## config.mk

```make
export PLATFORM = sky130hd
export DESIGN_NAME = fetch_ctrl
export DESIGN_NICKNAME = d
export VERILOG_FILES = /design/src/rtl/fetch_pkg.sv /design/src/rtl/fetch_out_stage.sv /design/src/rtl/fetch_ctrl.sv
export SDC_FILE = /design/constraint.sdc
export NUM_CORES = 1
export LEC_CHECK = 0
export ABC_AREA = 1
export BUFFER_PORTS_ARGS = -buffer_cell sky130_fd_sc_hd__buf_2
export CAP_MARGIN = 25
export CORE_MARGIN = 2
export CORE_UTILIZATION = 42
export DETAILED_ROUTE_END_ITERATION = 8
export PLACE_DENSITY = 0.74
export SYNTH_ARGS = -nofsm -noshare
export SYNTH_HDL_FRONTEND = slang
export SYNTH_SLANG_ARGS = --single-unit
```

## constraint.sdc

```tcl
create_clock -name clk -period 1.1 [get_ports clk]
set_input_delay 0.055 -clock clk [delete_from_list [all_inputs] [get_ports clk]]
set_output_delay 0.055 -clock clk [all_outputs]
set_load 0.02 [all_outputs]
```

## src/rtl/fetch_pkg.sv

```systemverilog
// Shared definitions for the instruction-fetch sequencer: default widths,
// PC increment, reset PC and FSM state encodings.
package fetch_pkg;

  localparam int PC_W_DEF   = 15;
  localparam int INST_W_DEF = 32;
  localparam int PC_STEP    = 4;

  localparam logic [PC_W_DEF-1:0] RESET_PC_DEF = '0;

  // FSM state encodings
  typedef logic [1:0] state_t;
  localparam state_t ST_BOOT   = 2'd0;
  localparam state_t ST_RUN    = 2'd1;
  localparam state_t ST_HALTED = 2'd2;
  localparam state_t ST_FAULT  = 2'd3;

endpackage

```

## src/rtl/fetch_out_stage.sv

```systemverilog
// One-entry valid/ready output register between fetch and decode.
// flush empties the stage and wins over load; load captures a new word;
// otherwise an accepted word drains and a stalled word holds.
module fetch_out_stage
  import fetch_pkg::*;
#(
  parameter int PC_W   = PC_W_DEF,
  parameter int INST_W = INST_W_DEF
) (
  input  logic              clk,
  input  logic              rst,
  input  logic              load,
  input  logic              flush,
  input  logic              ready,
  input  logic [INST_W-1:0] in_inst,
  input  logic [PC_W-1:0]   in_pc,
  output logic              valid,
  output logic [INST_W-1:0] inst,
  output logic [PC_W-1:0]   pc
);

  logic              valid_q, valid_d;
  logic [INST_W-1:0] inst_q, inst_d;
  logic [PC_W-1:0]   pc_q, pc_d;

  // Next-state of the output entry: flush, load, drain or hold
  always_comb begin
    valid_d = valid_q;
    inst_d  = inst_q;
    pc_d    = pc_q;
    if (flush) begin
      valid_d = 1'b0;
    end else if (load) begin
      valid_d = 1'b1;
      inst_d  = in_inst;
      pc_d    = in_pc;
    end else if (ready) begin
      valid_d = 1'b0;
    end
  end

  // Output entry registers with synchronous reset
  always_ff @(posedge clk) begin
    if (rst) begin
      valid_q <= 1'b0;
      inst_q  <= '0;
      pc_q    <= '0;
    end else begin
      valid_q <= valid_d;
      inst_q  <= inst_d;
      pc_q    <= pc_d;
    end
  end

  assign valid = valid_q;
  assign inst  = inst_q;
  assign pc    = pc_q;

endmodule

```

## src/rtl/fetch_ctrl.sv

```systemverilog
// Instruction-fetch sequencer: owns the PC, drives the combinational
// instruction memory address, and feeds decode through a one-entry
// valid/ready stage. Handles stall, redirect/flush and halt/resume.
// Optional macro FETCH_ALIGN_CHECK_EN: a misaligned redirect traps into a
// sticky FAULT state; without it the redirect target is word-aligned.
module fetch_ctrl
  import fetch_pkg::*;
#(
  parameter int              PC_W     = PC_W_DEF,
  parameter int              INST_W   = INST_W_DEF,
  parameter logic [PC_W-1:0] RESET_PC = PC_W'(RESET_PC_DEF)
) (
  input  logic              clk,
  input  logic              rst,
  output logic [PC_W-1:0]   imem_pc,
  input  logic [INST_W-1:0] imem_data,
  input  logic              redirect_valid,
  input  logic [PC_W-1:0]   redirect_pc,
  input  logic              halt,
  output logic              out_valid,
  input  logic              out_ready,
  output logic [INST_W-1:0] out_inst,
  output logic [PC_W-1:0]   out_pc,
  output logic              halted,
  output logic              fault
);

  localparam logic [PC_W-1:0] STEP = PC_W'(PC_STEP);

  state_t          state_q, state_d;
  logic [PC_W-1:0] pc_q, pc_d;
  logic [PC_W-1:0] redirect_target;
  logic            load;
  logic            flush;
  logic            redir_bad;

`ifdef FETCH_ALIGN_CHECK_EN
  logic fault_q, fault_d;
  assign redir_bad       = redirect_valid && (redirect_pc[1:0] != 2'b00);
  assign redirect_target = redirect_pc;
`else
  // Low address bits are discarded when the alignment check is not built
  logic unused_redirect_lsbs;
  assign unused_redirect_lsbs = ^redirect_pc[1:0];
  assign redir_bad            = 1'b0;
  assign redirect_target      = {redirect_pc[PC_W-1:2], 2'b00};
`endif

  // FSM, next-PC selection and load/flush generation; redirect has top priority
  always_comb begin
    state_d = state_q;
    pc_d    = pc_q;
    load    = 1'b0;
    flush   = 1'b0;
`ifdef FETCH_ALIGN_CHECK_EN
    fault_d = fault_q;
`endif
    case (state_q)
      ST_BOOT: state_d = ST_RUN;
      ST_RUN: begin
        if (!redirect_valid) begin
          if (halt) begin
            state_d = ST_HALTED;
          end else if (!out_valid || out_ready) begin
            load = 1'b1;
            pc_d = pc_q + STEP;
          end
        end
      end
      ST_HALTED: begin
        if (!redirect_valid && !halt) state_d = ST_RUN;
      end
      default: state_d = state_q;
    endcase

    if (redirect_valid && (state_q != ST_FAULT)) begin
      flush = 1'b1;
      if (redir_bad) begin
        // Trap: keep the old pc so the faulting context is preserved
        state_d = ST_FAULT;
        pc_d    = pc_q;
`ifdef FETCH_ALIGN_CHECK_EN
        fault_d = 1'b1;
`endif
      end else begin
        pc_d = redirect_target;
      end
    end
  end

  // Control state registers with synchronous reset
  always_ff @(posedge clk) begin
    if (rst) begin
      state_q <= ST_BOOT;
      pc_q    <= RESET_PC;
    end else begin
      state_q <= state_d;
      pc_q    <= pc_d;
    end
  end

`ifdef FETCH_ALIGN_CHECK_EN
  // Sticky fault flag, cleared only by reset
  always_ff @(posedge clk) begin
    if (rst) fault_q <= 1'b0;
    else     fault_q <= fault_d;
  end
  assign fault = fault_q;
`else
  assign fault = 1'b0;
`endif

  fetch_out_stage #(
    .PC_W   (PC_W),
    .INST_W (INST_W)
  ) u_out_stage (
    .clk     (clk),
    .rst     (rst),
    .load    (load),
    .flush   (flush),
    .ready   (out_ready),
    .in_inst (imem_data),
    .in_pc   (pc_q),
    .valid   (out_valid),
    .inst    (out_inst),
    .pc      (out_pc)
  );

  assign imem_pc = pc_q;
  assign halted  = (state_q == ST_HALTED);

endmodule

```

Word-level counts from Yosys, hierarchy flattened
Index checks and enable logic that the tools add are counted.
- flip-flop bits (word level): 65
- bits of input ports: 52
- add/sub/neg operators: 1
- equal/unequal tests: 8
- bitwise logic cells: 3
- reduce and logical (&&, ||, !) cells: 17
- multiplexer cells: 16
- operator list (cell ; count):
    2-to-1 mux 15 bit ; 5
    adder 15 x 3 -> 15 bit, second input constant ; 1
    AND reduction 4 bit ; 3
    2-to-1 mux 1 bit ; 7
    2-to-1 mux 2 bit ; 3
    != test 2 x 1 -> 1 bit, second input constant ; 3
    != test 2 bit, second input constant ; 3
    case mux 2 bit (3 select lines) ; 1
    nonzero test 2 bit ; 3
    OR reduction 2 bit ; 2
    logical NOT 1 bit ; 3
    inverter 1 bit ; 3
    nonzero test 3 bit ; 1
    == test 2 x 1 -> 1 bit, second input constant ; 1
    == test 2 bit, second input constant ; 1
    logical AND 1 bit ; 2
    logical NOT 2 bit ; 1
    AND reduction 2 bit ; 1
    logical OR 1 bit ; 1

Depth between registers and ports, before layout
- word-level depth: 7
- depth in mapped cells: 9
- mapped depth without buffers: 9

Modules after synthesis
A second synthesis with hierarchy kept.
- cells, all modules: 478
- area, all modules: 3080.5 um2
- modules (own cells, without submodules) (module ; cells an instance ; area an instance (um2) ; instances):
    fetch_out_stage ; 311 ; 2054.5 ; 1
    fetch_ctrl ; 167 ; 1026.0 ; 1

Worst setup path before layout
Ideal clock, no wire load.
- path type: reg-to-reg
- from: register pc_q[3] (netlist: imem_pc[3])
- to: register pc_q[14] (netlist: imem_pc[14])
- setup time: 0.132 ns
- stages on the path, launching flop included: 9
- data required time: 0.968 ns
- buffers on the path: 0
- arrival: 1.301 ns
- setup slack: -0.334 ns
- clock period less this slack: 1.434 ns
- cells stage by stage: dfxtp_1 > ha_1 > nand2_1 > nor2_1 > nand2_1 > nor2_1 > nor2_1 > nor2_1 > a21oi_1
- word-level cells in the longest chain between the ends: 6
- RTL lines (item ; line ; source):
    from (decl) ; fetch_ctrl.sv:31 ; logic [PC_W-1:0] pc_q, pc_d;
    from (signal assigned) ; fetch_ctrl.sv:98 ; pc_q <= pc_d;
    adder 15 x 3 -> 15 bit ; fetch_ctrl.sv:66 ; pc_d = pc_q + STEP;
    2-to-1 mux 15 bit ; fetch_ctrl.sv:64 ; end else if (!out_valid || out_ready) begin
    2-to-1 mux 15 bit ; fetch_ctrl.sv:62 ; if (halt) begin
    2-to-1 mux 15 bit ; fetch_ctrl.sv:61 ; if (!redirect_valid) begin
    2-to-1 mux 15 bit ; fetch_ctrl.sv:58 ; case (state_q)
    2-to-1 mux 15 bit ; fetch_ctrl.sv:76 ; if (redirect_valid && (state_q != ST_FAULT)) begin
No other way between the ends. The select of a mux whose other input is x is not followed.
A chain may end at the register's enable or synchronous reset.

Final worst setup path
- from: register state_q[0]
- to: register pc_q[7] (netlist: imem_pc[7])
- word-level cells in the longest chain between the ends: 4
- RTL lines (item ; line ; source):
    from (decl) ; fetch_ctrl.sv:30 ; state_t state_q, state_d;
    from (signal assigned) ; fetch_ctrl.sv:97 ; state_q <= state_d;
    != test 2 bit ; fetch_ctrl.sv:76 ;
    logical AND 1 bit ; fetch_ctrl.sv:76 ;
    != test 2 x 1 -> 1 bit (no line) or nonzero test 2 bit (tied branches) ; - ;
    AND reduction 4 bit (no line) ; - ;
Parallel ways exist; a longest one is shown, timed or not.

==> flow_summary_export.csv <==
group,metric,value,unit
timing,maxSlewViolCount,0,
detailed_routing,drt-initial-drc-count,108,
synthesis,synth_most_common_cell,"nand2_1",
setup_path,r2r-end,"imem_pc[7]",
global_route,grt_max_degree,38,
power,leakagePower,1.993,nW
timing,finalSetupViolCount,60,
die,initial_core_util,43.30,%
worst_hold_path,min_from,"redirect_pc[6]",
run_status,status,"finished, violations left",
power,seq_power_share,44.9,%
die,die-area,6708,sq um
run,drv_cap,0,
setup_path,cp-endpoint,"imem_pc[7]",
synthesis,synth.area.top_cells,"dfxtp_1 48%, nand2_1 18%, a21oi_1 10%",
synthesis,yosysWarnings,0,
layout,num_antenna_cells,0,
die,die_y,81.90,um
cts,cts-buffers-inserted,9,
die,fp.dieW,81.90,um
detailed_routing,wl_per_cell,13.17,um
setup_path,cp.arrival,1.50,ns
timing,finClkSkew,0.006361,ns
power,p_per_area,1238,nW/um^2
placed_design,place_inst,554,
cts,clkSinkCount,61,
synthesis,syn_avg_cell_area,7.261,sq um
synthesis,synth_edf_count,0,
cts,clk_transition_reported_paths,0.06,ns
global_route,busiest_layer,"met2",
power,sw_frac_of_total,27.19,%
timing,clock.fmax,0.7785,GHz
global_route,use_met3,5.385,%
setup_path,worstSetupPathDepth,9,
detailed_routing,routed-via-count,2954,
global_route,grtUsageMet2,41.30,%
setup_path,crit_path_end_kind,"flip-flop",
global_route,first_global_vias,2726,
cts,cts_max_path_buffers,2,
placed_design,gp_congestion,0.8516,
detailed_routing,drc_errors,0,
synthesis,yosysTopAreaCell,"dfxtp_1",
detailed_routing,via_per_inst,4.819,
setup_path,startpoint,"state_q[0]",
power,report.power.total,5.297,mW
cts,cts_tree,"built",
synthesis,synth_async_sr_flop_share,0,%
setup_path,path_cells,"buf_6 > a21oi_2 > inv_2 > nand2_4 > inv_4 > nand2_1 > nand2_1 > nor2_1 > nor2_1",
die,io_pins,117,
timing,min_period_over_period,116.8,%
die,core_area,5886,sq um
setup_path,slowest_stage,"dfxtp_2",
detailed_routing,ant_nets,0,
layout,synthToLayoutAreaGrowth,67.84,%
setup_path,reg2regPathDepth,9,
run_status,violations,"setup timing",
setup_path,regToRegStartpoint,"state_q[0]",
synthesis,ys_seq_area_share,47.91,%
synthesis,synth_commonest_cells,"123 x nand2_1, 61 x dfxtp_1, 51 x a21oi_1",
power,ir_worst_vdd,0.001172,V
setup_path,crit_buf_inv,3,
synthesis,synthCells,351,
timing,rsz0062_at_grt,"yes",
setup_path,critPathKind,"flip-flop to flip-flop",
power,intPower,3.856,mW
cts,cts_max_level,3,
die,num_rows,28,
placed_design,portBuffers,109,
timing,fin_tns_setup,-7.009,ns
global_route,antenna_found_initial,0,
setup_path,cp_max_fo,6,
global_route,grt_pass1_wl,11590,um
layout,layout-drive-gt1-share,42.01,%
cts,clockRootBuffer,"clkbuf_8",
detailed_routing,wl,8075,um
layout,fin_cells,613,
synthesis,synth-seq-cells,61,
layout,fillCellCount,436,
timing,postLayoutSetupSlackWorst,-0.1845,ns
cts,insertion_delay,0.33,ns
global_route,grt_use_met1,24.97,%
timing,timing_hold_violations_final,0,
setup_path,cp_top_family,"simple AND/OR/NAND/NOR gates",
synthesis,synth_top_cell_area_share,47.91,%
power,pwr-share-clk,36.5,%
setup_path,cpPeakStageDelay,0.33,ns
synthesis,syn_area,2549,sq um
placed_design,dp_hpwl,4960,um
setup_path,cp.required,1.32,ns
synthesis,synth_flop_cell,"dfxtp_1",
worst_hold_path,worstHoldPathType,"input port to flip-flop",
synthesis,synth.distinct_cells,25,
setup_path,reg2reg_setup_slack,-0.18,ns
global_route,grtUsageTotal,22.81,%
power,pwr-share-comb,18.6,%
power,p_sw,1.440,mW
setup_path,start_kind,"flip-flop",
layout,nets,586,
global_route,overflow,0,
timing,fin_crit,1.284,ns
detailed_routing,dr.pass1.iters,5,
-- power by group through the flow --
stage	Combinational (mW)	Clock [mW]	Sequential [mW]
2_1_floorplan	0.340	0	2.54
3_3_place_gp	0.774	0	2.42
3_5_place_dp	0.782	0	2.42
4_1_cts	0.915	1.98	2.37
5_1_grt	1.07	2.07	2.39
6_report	0.985	1.93	2.38
-- layout by cell type (no fill, tap or decap), types with 4 or more instances in the layout --
master	n
nand4_1	4
buf_12	4
nor2_1	23
dlygate4sd3_1	35
dfxtp_1	48
a21oi_2	12
conb_1	5
o21ai_1	4
nand2_2	6
inv_1	16
a21oi_1	40
dfxtp_4	5
buf_6	13
nor2_4	5
nand2_4	7
nand3_1	13
buf_2	108
buf_4	30
clkbuf_8	10
o21ai_0	4
dfxtp_2	8
clkinv_2	4
nand2_1	110
-- worst register-to-register path, delay by kind of cell (launching register included) --
kind                   cells  cell delay [ns]
DFF                        1             0.33
AOI/OAI and AO/OA          1             0.17
and+or+nand+nor            5             0.39
buffers and inverters      3             0.28
-- metal layers --
metal  part of all wire, %  up-vias
li1                      -     1481
met1                    42     1356
met2                    51      101
met3                   5.5       16
met4                   2.0        0
met5                     0        -
-- layout make-up --
| type | instances | area [sq um] | share of cell area (%) |
|---|---|---|---|
| Clock buffer | 11 | 141.4 | 3.305 |
| Clock inverter | 5 | 50.05 | 1.170 |
| Inverter | 20 | 90.09 | 2.106 |
| Multi-Input combinational cell | 251 | 1310 | 30.62 |
| Sequential cell | 61 | 1250 | 29.22 |
| Tap cell | 75 | 93.84 | 2.194 |
| Timing Repair Buffer | 190 | 1343 | 31.38 |
-- registers in the layout, summed over array words and instances, names as in the netlist --
signal,count
imem_pc,13
u_out_stage.inst,32
state_q,2
u_out_stage.pc,13
u_out_stage.valid,1
-- cell families after synthesis --
group | after synthesis | synth area share [%]
and+or+nand+nor | 174 | 27.49
AOI/OAI and AO/OA | 69 | 14.83
DFF | 61 | 47.91
buffers and inverters | 43 | 8.444
xor gates and xnor gates | 2 | 0.6874
adders and majority gates | 1 | 0.4908
other | 1 | 0.1471
-- worst min-delay path by stage --
stage / end / slack (ns) / depth (start not counted)
floorplan: u_out_stage.inst[10] / 0.20 / 2
global placement: u_out_stage.inst[15] / 0.30 / 3
detailed placement: u_out_stage.inst[15] / 0.31 / 3
CTS: imem_pc[6] / 0.01 / 5
global route: imem_pc[6] / 0.06 / 5
finish: imem_pc[6] / 0.04 / 5
-- through the flow --
| step | cell area, sq um | setup slack, ns | hold WS [ns] | utilization [%] |
|---|---|---|---|---|
| 6_report | 4278 | -0.1845 | 0.03692 | 72.68 |
| 5_1_grt | 4278 | -0.2836 | 0.06148 | 72.68 |
| 4_1_cts | 4098 | -0.1537 | 0.01464 | 69.62 |
| 3_5_place_dp | 3463 | -0.1791 | 0.3119 | 58.84 |
| 3_3_place_gp | 3463 | -0.1407 | 0.3035 | 58.84 |
| 2_1_floorplan | 2680 | -0.1014 | 0.1977 | - |
-- what timing repair did --
| item | 4_1_cts | 5_1_grt |
|---|---|---|
| endpoints found under the setup margin | 60 | 60 |
| resized for setup | 25 | 37 |
| endpoints found under the hold margin | 35 | 0 |
| hold buffers | 35 | 0 |
| buffers inserted | 3 | 5 |
| gates cloned | 0 | 0 |
| pin swaps | 2 | 8 |
(Power assumes the default switching activity.)
